`config.mk`:
```
export PLATFORM = sky130hd
export DESIGN_NAME = data_mem_pipe_flat
export DESIGN_NICKNAME = d
export VERILOG_FILES = /design/src/rtl/data_mem_pipe_pkg.sv /design/src/rtl/data_mem_pipe_if.sv /design/src/rtl/data_mem_pipe_array.sv /design/src/rtl/data_mem_pipe.sv /design/src/flat_wrapper.sv
export SDC_FILE = /design/constraint.sdc
export NUM_CORES = 2
export LEC_CHECK = 0
export BUFFER_PORTS_ARGS = -buffer_cell sky130_fd_sc_hd__buf_2
export CORE_MARGIN = 2
export CORE_UTILIZATION = 60
export DETAILED_ROUTE_END_ITERATION = 8
export PLACE_DENSITY = 0.76
export SLEW_MARGIN = 20
export SYNTH_ARGS = -nofsm -noshare
export SYNTH_HDL_FRONTEND = slang
export SYNTH_SLANG_ARGS = --single-unit
```
`constraint.sdc`:
```
create_clock -name CLK -period 8.1 [get_ports CLK]
set_input_delay 1.62 -clock CLK [delete_from_list [all_inputs] [get_ports CLK]]
set_output_delay 1.62 -clock CLK [all_outputs]
set_load 0.01 [all_outputs]
```
`src/rtl/data_mem_pipe_pkg.sv`:
```
// Shared types and limits for the pipelined data RAM.
package data_mem_pkg;

  typedef enum logic {
    S_CLEAR = 1'b0,
    S_RUN   = 1'b1
  } mem_state_t;

  localparam int unsigned RD_LAT_MAX = 2;

endpackage

```
`src/rtl/data_mem_pipe_if.sv`:
```
// Request/response bus between the load/store stage and the data RAM.
interface data_mem_pipe_if #(
  parameter int unsigned DW = 8,
  parameter int unsigned AW = 8
);
  logic          ReqValid;
  logic          ReqReady;
  logic          ReqWrite;
  logic [AW-1:0] ReqAddr;
  logic [DW-1:0] ReqData;
  logic          ClearReq;
  logic          Busy;
  logic          RspValid;
  logic [DW-1:0] RspData;

  modport master (
    output ReqValid, ReqWrite, ReqAddr, ReqData, ClearReq,
    input  ReqReady, Busy, RspValid, RspData
  );

  modport slave (
    input  ReqValid, ReqWrite, ReqAddr, ReqData, ClearReq,
    output ReqReady, Busy, RspValid, RspData
  );
endinterface

```
`src/rtl/data_mem_pipe_array.sv`:
```
// Storage array: one synchronous write port and one registered read port.
module data_mem_array #(
  parameter int unsigned DW = 8,
  parameter int unsigned AW = 8
) (
  input  logic          CLK,
  input  logic          reset,
  input  logic          we,
  input  logic [AW-1:0] waddr,
  input  logic [DW-1:0] wdata,
  input  logic          re,
  input  logic [AW-1:0] raddr,
  output logic [DW-1:0] rdata
);
  localparam int unsigned DEPTH = 1 << AW;

  logic [DW-1:0] mem [DEPTH];

  always_ff @(posedge CLK) begin
    if (we) mem[waddr] <= wdata;
  end

  // Read register captures pre-write contents on the accept edge.
  always_ff @(posedge CLK) begin
    if (reset)   rdata <= '0;
    else if (re) rdata <= mem[raddr];
  end
endmodule

```
`src/rtl/data_mem_pipe.sv`:
```
// Data RAM with valid/ready request port, pipelined reads and a per-word clear engine.
module data_mem_pipe
  import data_mem_pkg::*;
#(
  parameter int unsigned   DW       = 8,
  parameter int unsigned   AW       = 8,
  parameter int unsigned   RD_LAT   = 1,
  parameter logic [DW-1:0] INIT_VAL = '0
) (
  input  logic             CLK,
  input  logic             reset,
  data_mem_pipe_if.slave   bus
);
  localparam int unsigned DEPTH = 1 << AW;

  if (RD_LAT < 1 || RD_LAT > RD_LAT_MAX) begin : g_bad_lat
    $error("data_mem_pipe: RD_LAT must be 1 or 2");
  end

  mem_state_t    state, state_nxt;
  logic [AW:0]   clr_cnt;
  logic          clr_last_c;
  logic          req_ready_c;
  logic          busy_c;
  logic          rd_acc_c;
  logic          mem_we_c;
  logic [AW-1:0] mem_waddr_c;
  logic [DW-1:0] mem_wdata_c;
  logic [DW-1:0] rd_data;
  logic          rd_v1;

  assign clr_last_c = (clr_cnt == (AW+1)'(DEPTH - 1));

  always_ff @(posedge CLK) begin
    if (reset) state <= S_CLEAR;
    else       state <= state_nxt;
  end

  always_comb begin
    state_nxt = state;
    case (state)
      S_CLEAR: if (clr_last_c)   state_nxt = S_RUN;
      S_RUN:   if (bus.ClearReq) state_nxt = S_CLEAR;
    endcase
  end

  // ClearReq wins over a same-cycle request; the write port is shared with the clear engine.
  always_comb begin
    req_ready_c = 1'b0;
    busy_c      = 1'b0;
    rd_acc_c    = 1'b0;
    mem_we_c    = 1'b0;
    mem_waddr_c = bus.ReqAddr;
    mem_wdata_c = bus.ReqData;
    case (state)
      S_CLEAR: begin
        busy_c      = 1'b1;
        mem_we_c    = ~reset;
        mem_waddr_c = clr_cnt[AW-1:0];
        mem_wdata_c = INIT_VAL;
      end
      S_RUN: begin
        req_ready_c = ~bus.ClearReq;
        if (bus.ReqValid && !bus.ClearReq && !reset) begin
          mem_we_c = bus.ReqWrite;
          rd_acc_c = ~bus.ReqWrite;
        end
      end
    endcase
  end

  always_ff @(posedge CLK) begin
    if (reset)                clr_cnt <= '0;
    else if (state == S_CLEAR) clr_cnt <= clr_cnt + (AW+1)'(1);
    else if (bus.ClearReq)    clr_cnt <= '0;
  end

  data_mem_array #(.DW(DW), .AW(AW)) u_array (
    .CLK   (CLK),
    .reset (reset),
    .we    (mem_we_c),
    .waddr (mem_waddr_c),
    .wdata (mem_wdata_c),
    .re    (rd_acc_c),
    .raddr (bus.ReqAddr),
    .rdata (rd_data)
  );

  // In-flight reads survive ClearReq but are flushed by reset.
  always_ff @(posedge CLK) begin
    if (reset) rd_v1 <= 1'b0;
    else       rd_v1 <= rd_acc_c;
  end

  if (RD_LAT >= 2) begin : g_lat2
    logic          rd_v2;
    logic [DW-1:0] rd_d2;

    always_ff @(posedge CLK) begin
      if (reset) begin
        rd_v2 <= 1'b0;
        rd_d2 <= '0;
      end else begin
        rd_v2 <= rd_v1;
        if (rd_v1) rd_d2 <= rd_data;
      end
    end

    assign bus.RspValid = rd_v2;
    assign bus.RspData  = rd_d2;
  end else begin : g_lat1
    assign bus.RspValid = rd_v1;
    assign bus.RspData  = rd_data;
  end

  assign bus.ReqReady = req_ready_c;
  assign bus.Busy     = busy_c;
endmodule
```
`src/flat_wrapper.sv`:
```
// flat-port wrapper written by rule: the top's interface ports become plain ports
module data_mem_pipe_flat import data_mem_pkg::*;
#(
  parameter int unsigned   DW       = 8,
  parameter int unsigned   AW       = 8,
  parameter int unsigned   RD_LAT   = 1,
  parameter logic [DW-1:0] INIT_VAL = '0
)
  (CLK, reset, bus_ReqValid, bus_ReqWrite, bus_ReqAddr, bus_ReqData, bus_ClearReq, bus_ReqReady, bus_Busy, bus_RspValid, bus_RspData);
  data_mem_pipe_if #(.DW(DW), .AW(AW)) bus_i ();
  input  logic CLK;
  input  logic reset;
  input wire logic [$bits(bus_i.ReqValid)-1:0] bus_ReqValid;
  input wire logic [$bits(bus_i.ReqWrite)-1:0] bus_ReqWrite;
  input wire logic [$bits(bus_i.ReqAddr)-1:0] bus_ReqAddr;
  input wire logic [$bits(bus_i.ReqData)-1:0] bus_ReqData;
  input wire logic [$bits(bus_i.ClearReq)-1:0] bus_ClearReq;
  output wire logic [$bits(bus_i.ReqReady)-1:0] bus_ReqReady;
  output wire logic [$bits(bus_i.Busy)-1:0] bus_Busy;
  output wire logic [$bits(bus_i.RspValid)-1:0] bus_RspValid;
  output wire logic [$bits(bus_i.RspData)-1:0] bus_RspData;
  assign bus_i.ReqValid = bus_ReqValid;
  assign bus_i.ReqWrite = bus_ReqWrite;
  assign bus_i.ReqAddr = bus_ReqAddr;
  assign bus_i.ReqData = bus_ReqData;
  assign bus_i.ClearReq = bus_ClearReq;
  assign bus_ReqReady = bus_i.ReqReady;
  assign bus_Busy = bus_i.Busy;
  assign bus_RspValid = bus_i.RspValid;
  assign bus_RspData = bus_i.RspData;
  data_mem_pipe #(.DW(DW), .AW(AW), .RD_LAT(RD_LAT), .INIT_VAL(INIT_VAL)) u_core (.CLK(CLK), .reset(reset), .bus(bus_i));
endmodule
```
==> impl_metrics.csv <==
group,metric,value,unit
sta,hold_viol,0,
clock_tree,clk_pin_slew,0.06,ns
clock_tree,clk_path_buf_depth,3,
clock_tree,holdBufCountCts,0,
critical_path,path_class,"in -> reg",
power_and_ir_drop,power_density,242,mW/mm2
yosys,synth.distinct_cells,65,
clock_tree,cts_setup_buffers,0,
placement,hpwl,124,mm
yosys,synth_top_area_share,0.761,
route,antenna_left,0,
sta,finalCriticalPeriod,5.31,ns
floorplan,core_area,0.134,mm2
min_path,hold_class,"reg -> reg",
grt,grt_pass1_wl,298,mm
yosys,synth_edf_count,2048,
critical_path,r2r_slack,3.70,ns
clock_tree,numCtsBuffers,197,
yosys,synth_top_cell_by_area,"edfxtp_1",
clock_tree,clk_latency,0.83,ns
sta,skew,0.0327,ns
floorplan,ios,32,
yosys,yosys.cell_count.top_type,"edfxtp_1",
critical_path,path_delay_family,"compound AO/OA/AOI/OAI gates",
yosys,ys_seq_area_frac,0.766,
critical_path,crit_top_cell,"buf_4",
floorplan,die-area,0.138,mm2
critical_path,crit_required,8.82,ns
grt,grt-ovfl-total,0,
sta,setup_tns,0,ns
critical_path,reg2reg_depth,6,
yosys,synth_fp_nets,4014,
yosys,synth.ff_latch_count,2067,
power_and_ir_drop,peakVddDrop,254,uV
route,drtIter0Drc,6942,
floorplan,row_count,134,
yosys,async_reset_ff_frac,0,
yosys,yosys_warnings,0,
grt,track_usage,0.308,
status,status,"complete, but fails checks",
cells_and_area,area_growth,10.1,%
cells_and_area,layout.nets,4084,
clock_tree,cts.htree.levels,4,
floorplan,initial_core_util,0.605,
power_and_ir_drop,power.leakage,0.0265,uW
min_path,hold_depth,2,
route,drc_errors,5,
cells_and_area,drive_gt1_frac,0.206,
sta,relSlewSlack,0.128,
floorplan,die_h,371,um
yosys,netlist_top_cells_count,"2,048 x edfxtp_1, 422 x mux4_2, 303 x nor2_1",
sta,worst_pin_slew,1.30,ns
yosys,synth_cells,3991,
route,wl_per_cell,34.9,um
yosys,synth_ff_type,"edfxtp_1",
critical_path,crit_path_max_fanout,38,
critical_path,crit_buf_inv,3,
sta,slew_violations,0,
critical_path,end_kind,"flip-flop",
sta,fin_crit_sh,0.655,
yosys,netlist_area,0.0808,mm2
placement,place.gp.congestion,0.947,
sta,setup_viol,0,
critical_path,slowest_stage,"a2111oi_2",
route,vias_per_cell,7.04,
min_path,min-delay-start,"u_core.clr_cnt[3]",
sta,rsz0062_at_grt,"no",
critical_path,max_stage_delay,0.82,ns
clock_tree,cts_tree,"yes",
status,violations,"DRC",
clock_tree,post_cts_resized,0,
yosys,synth_area_per_cell,20.2,um2
sta,holdWs,0.562,ns
critical_path,crit_path_start_kind,"input port",
clock_tree,clock_sinks,2067,
sta,fmax,188,MHz
min_path,holdPathEnd,"u_core.clr_cnt[3]",
placement,io_buffers,31,
grt,grt_max_degree,197,
route,dr.pass1.iters,9,
route,num_vias,42200,
clock_tree,root_buffer,"clkbuf_16",
floorplan,die_width,371,um
critical_path,crit_arrival,6.03,ns
run,maxCapViolations,0,
route,wl,209,mm
critical_path,timing.rr.start,"u_core.state",
grt,antenna_found_initial,13,
critical_path,rr_endpoint,"u_core.u_array.mem[172][1]",
yosys,synth_area_leaders,"edfxtp_1 76%, mux4_2 12%, mux2i_1 2.5%",
cells_and_area,final_util,0.666,
grt,grt_pass1_vias,41200,
critical_path,path_cells,"buf_4 > buf_4 > buf_4 > or3_1 > a21oi_1 > a31oi_1 > o21ai_0 > a2111oi_2 > a211oi_1 > a32o_1",
cell usage in the layout (no fill, tap or decap), types with 25 or more instances in the layout:
master / instances
a21oi_1: 86
a22oi_1: 39
a31oi_1: 25
buf_2: 27
buf_4: 62
clkbuf_1: 37
clkbuf_16: 200
clkinv_1: 42
clkinv_2: 36
edfxtp_1: 2048
mux2_2: 26
mux2i_1: 203
mux4_2: 422
nand2_1: 143
nand3_1: 25
nor2_1: 300
nor3_1: 28
o21ai_0: 42
o221ai_1: 29
o22ai_1: 101
worst min-delay path, cell delays in order (launching register included):
cell and delay [ns]:
dfxtp_1 0.36, o21ai_0 0.09, a21oi_1 0.06
routing by layer:
layer  global-route usage  up-vias  part of all wire  wire length, um
li1                     -    16700                 -                -
met1                0.421    21700              0.35            73400
met2                0.461     3255              0.46            96200
met3               0.0994      578              0.14            28900
met4                0.136       16             0.050            10500
met5                    0        -           0.00053              111
flip-flops by register name, indices dropped and copies added (netlist names):
| signal | cells |
|---|---|
| u_core.bus.RspValid | 1 |
| u_core.state | 1 |
| u_core.u_array.rdata | 8 |
| u_core.clr_cnt | 9 |
| u_core.u_array.mem | 2048 |
logic make-up (layout without fill, tap and decap cells):
family	Yosys count	after routing	synth area share
compound gates	405	405	0.0331
fa+ha+maj	2	2	0.000310
buf+inv	244	478	0.0182
flops	2067	2067	0.766
mux	659	659	0.149
other cells	0	3	0
simple gates	614	614	0.0333
per-stage QoR:
step / std cells / worst slack, ns / area (um2) / total power, uW
after floorplan: 3991 / 2.39 / 80800 / 12400
after global placement: 5630 / 2.21 / 82500 / 12600
after detailed placement: 5630 / 2.20 / 82500 / 12600
after CTS: 5993 / 3.05 / 88900 / 21600
after global routing: 5993 / 2.92 / 88900 / 22000
final: 5996 / 2.79 / 88900 / 21600
area by class of cell:
class                   count  area, um2
clock inverters           126       1240
multi-input cells        1680      17500
diodes                      3       7.51
fillers                  8184      44700
well taps                1768       2210
flip-flops and latches   2067      61900
clock buffers             237       5140
repair buffers            106        926
inverters                   9       36.3
worst max-delay path by stage:
stage	start	endpoint	slack, ns	cells after the start
finish	bus_ReqAddr[3]	u_core.u_array.rdata[1]	2.79	10
global route	bus_ReqAddr[3]	u_core.u_array.rdata[1]	2.92	10
CTS	bus_ReqAddr[3]	u_core.u_array.rdata[1]	3.05	10
detailed placement	bus_ReqAddr[3]	u_core.u_array.rdata[1]	2.20	10
global placement	bus_ReqAddr[1]	u_core.u_array.rdata[3]	2.21	9
floorplan	bus_ReqData[0]	u_core.u_array.mem[0][0]	2.39	1
report_power, final:
part | internal (uW) | leakage [uW] | total (uW) | switching, uW
logic | 307 | 0.00595 | 847 | 541
clock network | 5200 | 0.00309 | 9140 | 3940
registers | 11600 | 0.0175 | 11600 | 4.81
total | 17100 | 0.0265 | 21600 | 4480
No activity file was read; power rests on OpenSTA's default activity.
